$ cat src/rtl/prefetch_queue_if.sv
// Signal bundle between the prefetch queue, the memory bus and the decoder.
// Handshake: bus_req/bus_addr are held stable until bus_ack; bus_data is valid only in the ack cycle.
interface prefetch_queue_if;
  logic        flush;
  logic [23:0] flush_pc;
  logic        bus_req;
  logic [23:0] bus_addr;
  logic        bus_ack;
  logic [15:0] bus_data;
  logic [1:0]  consume;
  logic [15:0] inst;
  logic        inst_valid;
  logic [15:0] ext;
  logic        ext_valid;
  logic [23:0] inst_pc;
  logic        addr_err;

  modport master (
    output flush, flush_pc, bus_ack, bus_data, consume,
    input  bus_req, bus_addr, inst, inst_valid, ext, ext_valid, inst_pc, addr_err
  );

  modport slave (
    input  flush, flush_pc, bus_ack, bus_data, consume,
    output bus_req, bus_addr, inst, inst_valid, ext, ext_valid, inst_pc, addr_err
  );
endinterface

$ cat src/rtl/prefetch_queue.sv
// Instruction prefetch queue: fetches 16-bit words from a single-request bus and
// presents the head word and its successor to the decoder.
module prefetch_queue #(
  parameter int DEPTH = 4
) (
  input  logic                         clk,
  input  logic                         rst_L,
  prefetch_queue_if.slave              bus,
  output logic [1:0]                   o_state,
  output logic [$clog2(DEPTH+1)-1:0]   o_count
);
  localparam int PW = $clog2(DEPTH);
  localparam int CW = $clog2(DEPTH + 1);

  typedef enum logic [1:0] {IDLE = 2'd0, FETCH = 2'd1, DRAIN = 2'd2, ERR = 2'd3} state_t;

  state_t        r_state, w_state_nx;
  logic          r_bus_req, w_req_nx;
  logic [23:0]   r_bus_addr, w_addr_nx;
  logic          r_pend_err, w_pend_nx;
  logic          r_fetch_en;
  logic [23:0]   r_fetch_pc;
  logic [23:0]   r_inst_pc;
  logic [CW-1:0] r_count;
  logic [PW-1:0] r_rd_ptr;
  logic [PW-1:0] r_wr_ptr;
  logic [15:0]   r_mem [DEPTH];
  logic          r_addr_err;

  logic          w_odd;
  logic          w_ack_acc;
  logic          w_cons_ok;
  logic [1:0]    w_cons_amt;
  logic [PW-1:0] w_ext_ptr;

  assign w_odd      = bus.flush_pc[0];
  // Flush wins over a same-cycle ack; acks in DRAIN belong to a discarded request.
  assign w_ack_acc  = bus.bus_ack && (r_state == FETCH) && !bus.flush;
  assign w_cons_ok  = (bus.consume != 2'd3) && (CW'(bus.consume) <= r_count);
  assign w_cons_amt = w_cons_ok ? bus.consume : 2'd0;
  assign w_ext_ptr  = r_rd_ptr + PW'(1);

  always_comb begin
    w_state_nx = r_state;
    w_req_nx   = r_bus_req;
    w_addr_nx  = r_bus_addr;
    w_pend_nx  = r_pend_err;
    case (r_state)
      IDLE: begin
        if (bus.flush) begin
          w_state_nx = w_odd ? ERR : IDLE;
        end else if (r_fetch_en && (r_count < CW'(DEPTH))) begin
          w_state_nx = FETCH;
          w_req_nx   = 1'b1;
          w_addr_nx  = r_fetch_pc;
        end
      end
      FETCH: begin
        if (bus.bus_ack) begin
          w_req_nx   = 1'b0;
          w_state_nx = (bus.flush && w_odd) ? ERR : IDLE;
        end else if (bus.flush) begin
          w_state_nx = DRAIN;
          w_pend_nx  = w_odd;
        end
      end
      DRAIN: begin
        if (bus.bus_ack) begin
          w_req_nx = 1'b0;
          if (bus.flush) w_state_nx = w_odd ? ERR : IDLE;
          else           w_state_nx = r_pend_err ? ERR : IDLE;
        end else if (bus.flush) begin
          w_pend_nx = w_odd;
        end
      end
      ERR: begin
        if (bus.flush && !w_odd) w_state_nx = IDLE;
      end
      default: w_state_nx = IDLE;
    endcase
  end

  always_ff @(posedge clk) begin
    if (!rst_L) begin
      r_state    <= IDLE;
      r_bus_req  <= 1'b0;
      r_bus_addr <= '0;
      r_pend_err <= 1'b0;
      r_fetch_en <= 1'b0;
      r_fetch_pc <= '0;
      r_inst_pc  <= '0;
      r_count    <= '0;
      r_rd_ptr   <= '0;
      r_wr_ptr   <= '0;
      r_addr_err <= 1'b0;
    end else begin
      r_state    <= w_state_nx;
      r_bus_req  <= w_req_nx;
      r_bus_addr <= w_addr_nx;
      r_pend_err <= w_pend_nx;
      r_addr_err <= bus.flush && w_odd;
      if (bus.flush) begin
        r_fetch_en <= !w_odd;
        r_fetch_pc <= bus.flush_pc;
        r_inst_pc  <= bus.flush_pc;
        r_count    <= '0;
        r_rd_ptr   <= '0;
        r_wr_ptr   <= '0;
      end else begin
        if (w_ack_acc) begin
          r_wr_ptr   <= r_wr_ptr + PW'(1);
          r_fetch_pc <= r_fetch_pc + 24'd2;
        end
        r_rd_ptr  <= r_rd_ptr + PW'(w_cons_amt);
        r_inst_pc <= r_inst_pc + {21'd0, w_cons_amt, 1'b0};
        r_count   <= r_count + CW'(w_ack_acc) - CW'(w_cons_amt);
      end
    end
  end

  always_ff @(posedge clk) begin
    if (rst_L && w_ack_acc) r_mem[r_wr_ptr] <= bus.bus_data;
  end

  assign bus.bus_req    = r_bus_req;
  assign bus.bus_addr   = {r_bus_addr[23:1], 1'b0};
  assign bus.inst_valid = (r_count != '0);
  assign bus.ext_valid  = (r_count > CW'(1));
  assign bus.inst       = bus.inst_valid ? r_mem[r_rd_ptr] : 16'd0;
  assign bus.ext        = bus.ext_valid ? r_mem[w_ext_ptr] : 16'd0;
  assign bus.inst_pc    = r_inst_pc;
  assign bus.addr_err   = r_addr_err;
  assign o_state        = r_state;
  assign o_count        = r_count;
endmodule
$ cat src/flat_wrapper.sv
// flat-port wrapper written by rule: the top's interface ports become plain ports
module prefetch_queue_flat 
#(
  parameter int DEPTH = 4
)
  (clk, rst_L, o_state, o_count, bus_flush, bus_flush_pc, bus_bus_ack, bus_bus_data, bus_consume, bus_bus_req, bus_bus_addr, bus_inst, bus_inst_valid, bus_ext, bus_ext_valid, bus_inst_pc, bus_addr_err);
  prefetch_queue_if bus_i ();
  input  logic clk;
  input  logic rst_L;
  output logic [1:0] o_state;
  output logic [$clog2(DEPTH+1)-1:0] o_count;
  input wire logic [$bits(bus_i.flush)-1:0] bus_flush;
  input wire logic [$bits(bus_i.flush_pc)-1:0] bus_flush_pc;
  input wire logic [$bits(bus_i.bus_ack)-1:0] bus_bus_ack;
  input wire logic [$bits(bus_i.bus_data)-1:0] bus_bus_data;
  input wire logic [$bits(bus_i.consume)-1:0] bus_consume;
  output wire logic [$bits(bus_i.bus_req)-1:0] bus_bus_req;
  output wire logic [$bits(bus_i.bus_addr)-1:0] bus_bus_addr;
  output wire logic [$bits(bus_i.inst)-1:0] bus_inst;
  output wire logic [$bits(bus_i.inst_valid)-1:0] bus_inst_valid;
  output wire logic [$bits(bus_i.ext)-1:0] bus_ext;
  output wire logic [$bits(bus_i.ext_valid)-1:0] bus_ext_valid;
  output wire logic [$bits(bus_i.inst_pc)-1:0] bus_inst_pc;
  output wire logic [$bits(bus_i.addr_err)-1:0] bus_addr_err;
  assign bus_i.flush = bus_flush;
  assign bus_i.flush_pc = bus_flush_pc;
  assign bus_i.bus_ack = bus_bus_ack;
  assign bus_i.bus_data = bus_bus_data;
  assign bus_i.consume = bus_consume;
  assign bus_bus_req = bus_i.bus_req;
  assign bus_bus_addr = bus_i.bus_addr;
  assign bus_inst = bus_i.inst;
  assign bus_inst_valid = bus_i.inst_valid;
  assign bus_ext = bus_i.ext;
  assign bus_ext_valid = bus_i.ext_valid;
  assign bus_inst_pc = bus_i.inst_pc;
  assign bus_addr_err = bus_i.addr_err;
  prefetch_queue #(.DEPTH(DEPTH)) u_core (.clk(clk), .rst_L(rst_L), .bus(bus_i), .o_state(o_state), .o_count(o_count));
endmodule
$ cat config.mk
export PLATFORM = sky130hd
export DESIGN_NAME = prefetch_queue_flat
export DESIGN_NICKNAME = d
export VERILOG_FILES = /design/src/rtl/prefetch_queue_if.sv /design/src/rtl/prefetch_queue.sv /design/src/flat_wrapper.sv
export SDC_FILE = /design/constraint.sdc
export NUM_CORES = 1
export LEC_CHECK = 0
export CORE_AREA = 4 4 132 134
export DETAILED_ROUTE_END_ITERATION = 7
export DIE_AREA = 0 0 136 138
export GPL_TIMING_DRIVEN = 0
export PLACE_DENSITY = 0.66
export SYNTH_ARGS = -nofsm -noshare
export SYNTH_HDL_FRONTEND = slang
export SYNTH_SLANG_ARGS = --single-unit
$ cat constraint.sdc
create_clock -name clk -period 4.4 [get_ports clk]
set_input_delay 0.88 -clock clk [delete_from_list [all_inputs] [get_ports clk]]
set_output_delay 0.88 -clock clk [all_outputs]
set_load 0.02 [all_outputs]
==> run metrics <==
via count=approximately 5800; Area growth syn-to-layout=30.3%; gp weighted congestion=0.852; # fillers=1357; vias in the first global route=6009; RSZ-0062 raised after global routing=no; top cells by area, synth=edfxtp_1 (27%), dfxtp_1 (23%), mux4_2 (10%), a21oi_1 (3.8%), nand2_1 (3.3%); Slew headroom=42.1%; Slew Viols, Final=0; most common cell in the netlist=dfxtp_1; sequential cell area fraction in the yosys report=49.9%; placed insts=1007; Post-DRT Antenna Nets=0; Reg-to-Reg Start=u_core.o_count[1]; Reg area=between 3000 and 4000 µm²; First DRT Iteration DRCs=342; post-synth top area cell=edfxtp_1; crit path to=u_core.bus.inst_pc[23]; largest net degree at the start of global routing=17; postcts setup bufs=0; setup TNS after final layout=0 ps; Skew-Pair Late Insertion Delay=420 ps; Post-Syn Nets=between 700 and 800; first-pass GRT wire length=30900 µm; post-synthesis cell count=655; worst flop-to-flop path endpoint=u_core.bus.inst_pc[23]; Maximum Capacitance Violations=0; Post-synth ARST share=0%; CP startpoint kind=input pin; diodes inserted=0; Core ar.=about 16000 µm²; WL/cell=18.5 µm; clock tree from TritonCTS=built; CTS root buf=clkbuf_16; Fmax=0.241 GHz; post-route insts no fill=about 1000; post-synth top area share=26.7%; most instantiated cells after synthesis=dfxtp_1 (83), edfxtp_1 (64), nand2_1 (64), a21oi_1 (54), nor2b_1 (36); Final nets=roughly 870; residual DRC count=0; final setup fails=0; number of library cell types mapped by synthesis=54; worst-margin pin slew=868 ps; total die area=18800 µm²; global route total overflow=0; Initial Util=44.1%; CP arrival=4460 ps; Final Cycle Share=94.4%; EDFF count, synth=64; H-tree Lvls=4; worst clock skew=8.53 ps; HPWL Detailed=approximately 14000 µm; Top FF cell, synth=dfxtp_1; Synth Warn #=0; Final Hold Viols=0; pre-CTS setup slack=-344 ps; Tmin final=4150 ps; multi-input logic area=3350 µm²; Critical Path End Type=flop; row cnt=47; DR vias/cell=roughly 5.5; CTS sink count=147; Crit Path Class=input pin to flop; fin worst setup slack=246 ps; highest net fanout along the worst path=7; total CTS buffers=17; VDD IR max=0.000267 V; share of layout cells above drive strength 1=10.0%; P_leak=3.19 nW; Top Ports=135; area of the mapped netlist=about 7200 µm²; Avg Cell Area, Syn=11.0 µm²; initial antenna violation count=0; Hold WC Path Type=flop to flop; status=completed; GR Util All Layers=20.8%; Die Width=~140 µm; total wire length=19300 µm; CP Launch Point=bus_consume[1]; Vert. Die Dim=~140 µm; DRT Pass-1 Iters=5; Pwr per Cell Area=379 nW/µm²; R2R setup slack=810 ps; Reg2Reg Depth=11; worst path required time=4710 ps; Max Root-Sink Buffers=2; #FFs+latches synth=147; IO Port Bufs=between 100 and 150; Worst-path clk slew=60 ps
## logic make-up after synthesis
family          synth area share (%)
compound gates                  10.7
fa+ha+maj                       3.69
buf+inv                         3.55
flops                           49.9
xor+xnor                        3.29
mux                             10.9
other cells                   0.0522
simple gates                    18.0
## metal layers
layer	global-route usage, %	vias to the layer above	share of wire [%]
li1	-	2727	-
met1	26.1	2776	42
met2	34.9	215	49
met3	4.25	35	5.9
met4	8.81	0	3.0
met5	0	-	0
## cells in the final DEF, fill, tap and decap left out, drive strengths merged, types with 18 or more instances in the layout
cell and count:
nor2 26, ha 18, edfxtp 64, inv 32, a21oi 54, clkdlybuf4s50 132
mux4 32, o21ai 23, nand2 64, dfxtp 83, clkbuf 45, nor2b 36
## worst min path at each step
stage / slack, ps / from / depth (start not counted) / end
floorplan: 450 / u_core.r_fetch_pc[11] / 2 / u_core.r_bus_addr[11]
global placement: 440 / u_core.bus.inst_pc[0] / 1 / u_core.bus.inst_pc[0]
detailed placement: 450 / u_core.r_bus_addr[17] / 2 / u_core.r_bus_addr[17]
CTS: 460 / u_core.r_bus_addr[17] / 2 / u_core.r_bus_addr[17]
global route: 490 / u_core.bus.inst_pc[0] / 1 / u_core.bus.inst_pc[0]
finish: 450 / u_core.r_bus_addr[17] / 2 / u_core.r_bus_addr[17]
## flip-flops by register name, indices dropped and copies added (netlist names)
name and cells:
u_core.bus.inst_pc 24, u_core.r_bus_addr 23, u_core.r_fetch_en 1, u_core.r_rd_ptr 2
u_core.bus.bus_req 1, u_core.bus.addr_err 1, u_core.r_pend_err 1, u_core.o_state 2
u_core.o_count 3, u_core.r_mem 64, u_core.r_wr_ptr 2, u_core.r_fetch_pc 23
## through the flow
stage / total power [mW] / area, µm² / util (%) / hold slack (ps)
after floorplan: 1.90 / 7190 / - / 452
after global placement: 2.16 / 8780 / 53.9 / 439
after detailed placement: 2.18 / 8780 / 53.9 / 448
after CTS: 3.58 / 9360 / 57.4 / 457
after global routing: 3.69 / 9360 / 57.5 / 489
final: 3.55 / 9360 / 57.5 / 453
## where the power goes
| part | switching (mW) | internal [mW] | leakage (nW) |
|---|---|---|---|
| Clock | 0.604 | 0.794 | 0.274 |
| Combinational | 0.330 | 0.282 | 1.66 |
| Sequential | 0.0609 | 1.48 | 1.26 |
| Total | 0.995 | 2.55 | 3.19 |
## worst max-delay path, stage by stage
cell and delay [ps]:
clkdlybuf4s50_1 490, ha_1 340, nor2b_1 130, o21ai_0 300
nor3b_2 440, ha_1 260, fa_1 370, nand4_4 210
nor4_4 550, mux2i_1 140, or3_1 350
## repair_timing
action                                  4_1_cts  5_1_grt
endpoints found under the setup margin        0        3
hold buffers                                  0        0
resized for setup                             0        1
## layout make-up
class / instances / share of cell area (%)
clock inverters: 15 / 1.58
flip-flops and latches: 147 / 38.3
inverters: 25 / 1.00
clock buffers: 17 / 4.54
repair buffers: 132 / 14.1
multi-input cells: 444 / 35.8
well taps: 220 / 2.94
plain buffers: 39 / 1.72
Power figures use the tool's default switching activity.
